File: config.mk
export PLATFORM = sky130hd
export DESIGN_NAME = ball_controller_flat
export DESIGN_NICKNAME = d
export VERILOG_FILES = /design/src/rtl/ball_controller_pkg.sv /design/src/rtl/ball_controller_if.sv /design/src/rtl/ball_controller_rising_edge_detect.sv /design/src/rtl/ball_controller.sv /design/src/flat_wrapper.sv
export SDC_FILE = /design/constraint.sdc
export NUM_CORES = 1
export LEC_CHECK = 0
export BUFFER_PORTS_ARGS = -buffer_cell sky130_fd_sc_hd__buf_2
export CORE_MARGIN = 2
export CORE_UTILIZATION = 45
export DETAILED_ROUTE_END_ITERATION = 8
export GPL_TIMING_DRIVEN = 0
export PLACE_DENSITY = 0.76
export SKIP_CTS_REPAIR_TIMING = 1
export SYNTH_ARGS = -nofsm -noshare
export SYNTH_HDL_FRONTEND = slang
export SYNTH_SLANG_ARGS = --single-unit
File: constraint.sdc
create_clock -name pixel_clock -period 8.3 [get_ports pixel_clock]
set_input_delay 1.245 -clock pixel_clock [delete_from_list [all_inputs] [get_ports pixel_clock]]
set_output_delay 1.245 -clock pixel_clock [all_outputs]
set_load 0.02 [all_outputs]
File: src/rtl/ball_controller_pkg.sv
// Shared definitions for the pong ball controller slice.
//   POSITION_WIDTH : width of every coordinate bus
//   ball_state_t   : externally visible ball sequencing state encoding
package ball_controller_pkg;

   localparam int POSITION_WIDTH = 16;

   typedef enum logic [1:0] {
      BALL_STATE_SERVE = 2'd0,
      BALL_STATE_PLAY  = 2'd1,
      BALL_STATE_MISS  = 2'd2
   } ball_state_t;

endpackage

File: src/rtl/ball_controller_if.sv
// Signal bundle between the video top level and the ball controller.
//   master : drives vertical_sync, serve, paddle_x/paddle_y; observes ball outputs
//   slave  : the ball controller itself
interface ball_controller_if;
   import ball_controller_pkg::*;

   logic                      vertical_sync;
   logic                      serve;
   logic [POSITION_WIDTH-1:0] paddle_x;
   logic [POSITION_WIDTH-1:0] paddle_y;
   logic [POSITION_WIDTH-1:0] ball_x;
   logic [POSITION_WIDTH-1:0] ball_y;
   ball_state_t               ball_state;
   logic                      bounce;
   logic [7:0]                hit_count;
   logic [7:0]                miss_count;

   modport master (
      output vertical_sync, serve, paddle_x, paddle_y,
      input  ball_x, ball_y, ball_state, bounce, hit_count, miss_count
   );

   modport slave (
      input  vertical_sync, serve, paddle_x, paddle_y,
      output ball_x, ball_y, ball_state, bounce, hit_count, miss_count
   );

endinterface

File: src/rtl/ball_controller_rising_edge_detect.sv
// Rising-edge detector: pulse is high while sig_in is high and was low on the
// previous clock. The history bit resets to 1 so a level that is already high
// when reset releases does not count as an edge.
//   clk, reset : clock and synchronous active-high reset
//   sig_in     : level to watch
//   pulse      : combinational edge indication
module rising_edge_detect (
   input  logic clk,
   input  logic reset,
   input  logic sig_in,
   output logic pulse
);

   logic sig_prev;

   always_ff @(posedge clk) begin
      if (reset) sig_prev <= 1'b1;
      else       sig_prev <= sig_in;
   end

   assign pulse = sig_in & ~sig_prev;

endmodule

File: src/rtl/ball_controller.sv
// Pong ball sequencer: serve, per-frame motion, wall/paddle bounces, misses.
// Advances once per frame on the rising edge of vertical_sync.
//   pixel_clock : sole clock
//   reset       : synchronous, active-high
//   bus         : ball_controller_if.slave (vsync, serve, paddle in; ball out)
//
// state | meaning
// ------+-----------------------------------------------------------
// SERVE | ball parked at start, waiting for serve on a frame tick
// PLAY  | ball moving, bouncing off walls and paddle
// MISS  | ball frozen at left wall for MISS_FRAMES ticks
module ball_controller
   import ball_controller_pkg::*;
#(
   parameter int BALL_RADIUS   = 10,
   parameter int BALL_SPEED_X  = 4,
   parameter int BALL_SPEED_Y  = 3,
   parameter int BALL_START_X  = 640,
   parameter int BALL_START_Y  = 400,
   parameter int X_MIN         = 50,
   parameter int X_MAX         = 1230,
   parameter int Y_MIN         = 50,
   parameter int Y_MAX         = 750,
   parameter int PADDLE_WIDTH  = 20,
   parameter int PADDLE_LENGTH = 200,
   parameter int MISS_FRAMES   = 60
) (
   input logic              pixel_clock,
   input logic              reset,
   ball_controller_if.slave bus
);

   typedef logic [POSITION_WIDTH-1:0] pos_t;
   // One extra bit so sums never wrap and compares stay unsigned-safe.
   typedef logic [POSITION_WIDTH:0]   wide_t;

   localparam int TW = (MISS_FRAMES > 1) ? $clog2(MISS_FRAMES) : 1;
   typedef logic [TW-1:0] timer_t;

   localparam wide_t LX     = wide_t'(X_MIN + BALL_RADIUS);
   localparam wide_t HX     = wide_t'(X_MAX - BALL_RADIUS);
   localparam wide_t LY     = wide_t'(Y_MIN + BALL_RADIUS);
   localparam wide_t HY     = wide_t'(Y_MAX - BALL_RADIUS);
   localparam wide_t SX     = wide_t'(BALL_SPEED_X);
   localparam wide_t SY     = wide_t'(BALL_SPEED_Y);
   localparam wide_t RAD    = wide_t'(BALL_RADIUS);
   localparam wide_t PW_R   = wide_t'(PADDLE_WIDTH + BALL_RADIUS);
   localparam wide_t PL_R   = wide_t'(PADDLE_LENGTH + BALL_RADIUS);
   localparam pos_t  START_X = pos_t'(BALL_START_X);
   localparam pos_t  START_Y = pos_t'(BALL_START_Y);
   localparam timer_t TIMER_LAST = timer_t'(MISS_FRAMES - 1);

   ball_state_t state_q, state_next;
   pos_t        x_q, x_next, y_q, y_next;
   logic        dir_x_q, dir_x_next, dir_y_q, dir_y_next;   // 1 = increasing
   logic [7:0]  hit_q, hit_next, miss_q, miss_next;
   timer_t      timer_q, timer_next;
   logic        bounce_q, bounce_next;
   logic        tick;

   wide_t wx, wy, face_x, pad_y;
   logic  paddle_hit;

   rising_edge_detect u_vsync_edge (
      .clk    (pixel_clock),
      .reset  (reset),
      .sig_in (bus.vertical_sync),
      .pulse  (tick)
   );

   assign wx     = {1'b0, x_q};
   assign wy     = {1'b0, y_q};
   assign face_x = {1'b0, bus.paddle_x} + PW_R;
   assign pad_y  = {1'b0, bus.paddle_y};

   assign paddle_hit = (wx >= face_x) && (wx < face_x + SX) &&
                       (wy + RAD >= pad_y) && (wy <= pad_y + PL_R);

   always_ff @(posedge pixel_clock) begin
      if (reset) begin
         state_q  <= BALL_STATE_SERVE;
         x_q      <= START_X;
         y_q      <= START_Y;
         dir_x_q  <= 1'b1;
         dir_y_q  <= 1'b1;
         hit_q    <= 8'd0;
         miss_q   <= 8'd0;
         timer_q  <= '0;
         bounce_q <= 1'b0;
      end else begin
         state_q  <= state_next;
         x_q      <= x_next;
         y_q      <= y_next;
         dir_x_q  <= dir_x_next;
         dir_y_q  <= dir_y_next;
         hit_q    <= hit_next;
         miss_q   <= miss_next;
         timer_q  <= timer_next;
         bounce_q <= bounce_next;
      end
   end

   always_comb begin
      state_next  = state_q;
      x_next      = x_q;
      y_next      = y_q;
      dir_x_next  = dir_x_q;
      dir_y_next  = dir_y_q;
      hit_next    = hit_q;
      miss_next   = miss_q;
      timer_next  = timer_q;
      bounce_next = 1'b0;

      if (tick) begin
         unique case (state_q)
            BALL_STATE_SERVE: begin
               x_next = START_X;
               y_next = START_Y;
               if (bus.serve) begin
                  state_next = BALL_STATE_PLAY;
                  dir_x_next = 1'b1;
                  dir_y_next = 1'b1;
               end
            end

            BALL_STATE_PLAY: begin
               if (dir_y_q) begin
                  if (wy + SY > HY) begin
                     y_next      = pos_t'(HY);
                     dir_y_next  = 1'b0;
                     bounce_next = 1'b1;
                  end else begin
                     y_next = pos_t'(wy + SY);
                  end
               end else begin
                  if (wy < LY + SY) begin
                     y_next      = pos_t'(LY);
                     dir_y_next  = 1'b1;
                     bounce_next = 1'b1;
                  end else begin
                     y_next = pos_t'(wy - SY);
                  end
               end

               if (dir_x_q) begin
                  if (wx + SX > HX) begin
                     x_next      = pos_t'(HX);
                     dir_x_next  = 1'b0;
                     bounce_next = 1'b1;
                  end else begin
                     x_next = pos_t'(wx + SX);
                  end
               end else if (paddle_hit) begin
                  x_next      = pos_t'(face_x);
                  dir_x_next  = 1'b1;
                  bounce_next = 1'b1;
                  hit_next    = (hit_q == 8'hFF) ? hit_q : hit_q + 8'd1;
               end else if (wx < LX + SX) begin
                  x_next     = pos_t'(LX);
                  state_next = BALL_STATE_MISS;
                  miss_next  = (miss_q == 8'hFF) ? miss_q : miss_q + 8'd1;
                  timer_next = '0;
               end else begin
                  x_next = pos_t'(wx - SX);
               end
            end

            BALL_STATE_MISS: begin
               if (timer_q == TIMER_LAST) begin
                  state_next = BALL_STATE_SERVE;
                  x_next     = START_X;
                  y_next     = START_Y;
                  timer_next = '0;
               end else begin
                  timer_next = timer_q + timer_t'(1);
               end
            end

            default: state_next = BALL_STATE_SERVE;
         endcase
      end
   end

   assign bus.ball_x     = x_q;
   assign bus.ball_y     = y_q;
   assign bus.ball_state = state_q;
   assign bus.bounce     = bounce_q;
   assign bus.hit_count  = hit_q;
   assign bus.miss_count = miss_q;

endmodule

File: src/flat_wrapper.sv
// flat-port wrapper written by rule: the top's interface ports become plain ports
module ball_controller_flat import ball_controller_pkg::*;
#(
   parameter int BALL_RADIUS   = 10,
   parameter int BALL_SPEED_X  = 4,
   parameter int BALL_SPEED_Y  = 3,
   parameter int BALL_START_X  = 640,
   parameter int BALL_START_Y  = 400,
   parameter int X_MIN         = 50,
   parameter int X_MAX         = 1230,
   parameter int Y_MIN         = 50,
   parameter int Y_MAX         = 750,
   parameter int PADDLE_WIDTH  = 20,
   parameter int PADDLE_LENGTH = 200,
   parameter int MISS_FRAMES   = 60
)
  (pixel_clock, reset, bus_vertical_sync, bus_serve, bus_paddle_x, bus_paddle_y, bus_ball_x, bus_ball_y, bus_ball_state, bus_bounce, bus_hit_count, bus_miss_count);
  ball_controller_if bus_i ();
  input logic pixel_clock;
  input logic reset;
  input wire logic [$bits(bus_i.vertical_sync)-1:0] bus_vertical_sync;
  input wire logic [$bits(bus_i.serve)-1:0] bus_serve;
  input wire logic [$bits(bus_i.paddle_x)-1:0] bus_paddle_x;
  input wire logic [$bits(bus_i.paddle_y)-1:0] bus_paddle_y;
  output wire logic [$bits(bus_i.ball_x)-1:0] bus_ball_x;
  output wire logic [$bits(bus_i.ball_y)-1:0] bus_ball_y;
  output wire logic [$bits(bus_i.ball_state)-1:0] bus_ball_state;
  output wire logic [$bits(bus_i.bounce)-1:0] bus_bounce;
  output wire logic [$bits(bus_i.hit_count)-1:0] bus_hit_count;
  output wire logic [$bits(bus_i.miss_count)-1:0] bus_miss_count;
  assign bus_i.vertical_sync = bus_vertical_sync;
  assign bus_i.serve = bus_serve;
  assign bus_i.paddle_x = bus_paddle_x;
  assign bus_i.paddle_y = bus_paddle_y;
  assign bus_ball_x = bus_i.ball_x;
  assign bus_ball_y = bus_i.ball_y;
  assign bus_ball_state = bus_i.ball_state;
  assign bus_bounce = bus_i.bounce;
  assign bus_hit_count = bus_i.hit_count;
  assign bus_miss_count = bus_i.miss_count;
  ball_controller #(.BALL_RADIUS(BALL_RADIUS), .BALL_SPEED_X(BALL_SPEED_X), .BALL_SPEED_Y(BALL_SPEED_Y), .BALL_START_X(BALL_START_X), .BALL_START_Y(BALL_START_Y), .X_MIN(X_MIN), .X_MAX(X_MAX), .Y_MIN(Y_MIN), .Y_MAX(Y_MAX), .PADDLE_WIDTH(PADDLE_WIDTH), .PADDLE_LENGTH(PADDLE_LENGTH), .MISS_FRAMES(MISS_FRAMES)) u_core (.pixel_clock(pixel_clock), .reset(reset), .bus(bus_i));
endmodule
==> results.ini <==
[final_layout]
antenna_cells = 0
final_cell_mix = 85 x buf_2, 79 x nor2_1, 76 x ha_1, 71 x nand2_1, 66 x o21ai_0
post-route-util_pct = 52.1
final_common_cell = buf_2
area_growth_syn_to_layout_pct = 14.1
fin_nets = 1104
fill_cells = 1431
drive_gt1_share_pct = 12.4

[place]
portBuffers = 83
gp_congestion = 0.945
dp_worst_setup_slack_ns = 1.83
dpl.hpwl_um = 14500

[pwr]
leakage_nw = 3.30
power_density_mw_per_mm2 = 102
finalPower_uw = 769
vdd_drop_max_mv = 0.104

[detailed_routing]
firstDrtPassIters = 5
wl_met1_um = 8770
top_layer_used = met4
route.detailed.drc = 0
drtIter0Drc = 480
avgRoutedWirePerCell_um = 15.8
ant_nets = 0
routed_wl_um = 18700
vias = 6964
routed-wl-met2_um = 8380
avgViaCountPerCell = 5.90
dr_wl_met3_um = 1300

[cts]
cts_buffers = 9
clockRootBuffer = clkbuf_16
cts_tree = yes
cts_max_level = 3
clkSlewWorstSetupHoldPaths_ns = 0.05
cts.sinks = 60
clk_latency_ns = 0.33
cts_buffer_depth = 2

[timing]
min_period_ns = 6.20
rsz0062_at_grt = no
period_share_pct = 74.7
final-max-slew-violation-count = 0
max_freq_mhz = 161
fin_ws_ns = 2.10
worst_hold_slack_ns = 0.491
hold_viol_final = 0
worstMarginPinSlew_ns = 0.947
slew_headroom_pct = 36.3
finClkSkew_ns = 0.00447
setup_tns_ns = 0
setup_viol_count_final = 0

[status]
status = completed

[die]
fp.dieH_um = 125
placementRows = 44
core_sq_mm = 0.0144
die_w_um = 125
ios = 87
initial_core_util_pct = 45.6
dieArea_sq_mm = 0.0156

[run]
cap_violations = 0

[setup_path]
cpMostUsedCell = ha_1
critPathLaunchType = primary input
worstPathArrival_ns = 6.42
worstPathRequired_ns = 8.52
crit_path_max_incr_delay_ns = 0.65
path_cells = buf_2 -> inv_1 -> ha_1 -> xor2_1 -> ha_1 -> inv_1 -> or4_4 -> nor4_1 -> nand2_1 -> xnor2_1 -> ha_1 -> nand4_1 -> nor2_1 -> o21ai_0 -> a211oi_1 -> a211oi_4 -> nor4_1 -> and3_1 -> mux2_2
crit_type = primary input to register
cp-end-kind = register
worstPathMaxFanout = 6
cp_slowest_cell = nor4_1

[logic_synthesis]
yosysUniqueCellTypes = 68
synthCells = 898
synthFlopType = dfxtp_1
ys_seq_elements = 60
synthArstFlopShare_pct = 0
ys_seq_area_share_pct = 18.2
synth_warnings = 0
synth_enable_flop_cells = 0
synth_area_sq_mm = 0.00658
avgSynthCellArea_sq_um = 7.33
synthesis.nets = 1010

[global_route]
gr-total-overflow = 0
antenna_found_initial = 0
grt_max_degree = 11
grt_pass1_vias = 6417
grt_pass1_wl_um = 31000
grt_usage_pct = 23.5

[hold_path]
hold_class = register to register

## layer usage
layer | vias up | track usage, %
li1 | 3480 | -
met1 | 3194 | 32.3
met2 | 265 | 38.4
met3 | 25 | 4.36
met4 | 0 | 5.49
met5 | - | 0
## sequential cells by signal, indices dropped and copies added (netlist names)
name / count
u_core.bus.ball_state: 2
u_core.dir_x_q: 1
u_core.u_vsync_edge.sig_prev: 1
u_core.bus.miss_count: 8
u_core.bus.bounce: 1
u_core.bus.hit_count: 8
u_core.timer_q: 6
u_core.bus.ball_y: 16
u_core.dir_y_q: 1
u_core.bus.ball_x: 16
## cell families after synthesis
group,synth area share (%)
AND/OR/NAND/NOR,28.2
AO/OA/AOI/OAI,22.7
buffers and inverters,5.23
adder cells (fa/ha/maj),14.4
XOR/XNOR,9.69
flip-flops,18.2
multiplexers,1.44
## final timing paths
kind | start | end | slack [ns] | cells after the start
min | u_core.timer_q[5]$_SDFFE_PP0P_ | u_core.timer_q[5]$_SDFFE_PP0P_ | 0.49 | 1
max | bus_paddle_x[1] | u_core.bus.miss_count[5]$_SDFFE_PP0P_ | 2.10 | 19
min reg2reg | u_core.timer_q[5]$_SDFFE_PP0P_ | u_core.timer_q[5]$_SDFFE_PP0P_ | 0.49 | 1
max reg2reg | u_core.bus.ball_y[3]$_SDFFE_PP0P_ | u_core.bus.miss_count[5]$_SDFFE_PP0P_ | 3.98 | 15
## cell type report
| type | count | area (sq um) | share of cell area (%) |
|---|---|---|---|
| multi-input combinational | 747 | 5040 | 67.0 |
| clock inverter | 5 | 52.6 | 0.699 |
| timing repair buffer | 83 | 415 | 5.53 |
| buffer | 45 | 171 | 2.28 |
| clock buffer | 11 | 233 | 3.10 |
| sequential | 60 | 1200 | 16.0 |
| inverter | 46 | 173 | 2.30 |
| tap | 184 | 230 | 3.06 |
## worst max-delay path, delay by kind of cell
kind | cells | cell delay (ns)
simple gates | 7 | 2.33
compound gates | 3 | 0.91
fa+ha+maj | 3 | 0.80
xor+xnor | 2 | 0.46
buf+inv | 3 | 0.34
mux | 1 | 0.33
## power breakdown
| group | switching (mW) | leakage, nW | internal [mW] |
|---|---|---|---|
| clock network | 0.138 | 0.139 | 0.231 |
| logic | 0.0675 | 2.68 | 0.0431 |
| registers | 0.000774 | 0.484 | 0.289 |
## per-stage QoR
stage,area (sq um),instances
after floorplan,6580,898
after global placement,7230,1165
after detailed placement,7230,1165
after CTS,7510,1181
after global routing,7510,1181
final,7510,1181
## cells in the mapped netlist (4+ instances only)
cell type / number / area share (%)
clkbuf_1: 39 / 2.2
ha_1: 76 / 14
or3_1: 19 / 1.8
o31ai_1: 6 / 0.68
mux2_2: 4 / 0.68
nor2_1: 79 / 4.5
nand2_1: 71 / 4.0
a2111oi_0: 4 / 0.53
xnor2_1: 46 / 6.1
a31o_2: 5 / 0.67
nor4_1: 19 / 1.8
a22o_1: 7 / 0.93
o21bai_1: 4 / 0.46
a311oi_1: 7 / 0.93
o22ai_1: 6 / 0.57
or4_1: 6 / 0.68
a31oi_1: 14 / 1.3
or2_2: 6 / 0.57
o21a_1: 8 / 0.91
and3_1: 19 / 1.8
nand3_1: 45 / 3.4
a211oi_1: 5 / 0.57
o21ai_0: 66 / 5.0
a21o_1: 11 / 1.3
buf_1: 4 / 0.23
a21oi_1: 60 / 4.6
dfxtp_1: 60 / 18
and4_1: 4 / 0.53
inv_1: 46 / 2.6
nor3_1: 26 / 2.0
mux2i_1: 5 / 0.76
xor2_1: 25 / 3.3
nor3b_1: 4 / 0.46
nand4_1: 17 / 1.6
nor2b_1: 15 / 1.4
nand2b_1: 17 / 1.6
Note: power is estimated with default switching activity, not from simulation.
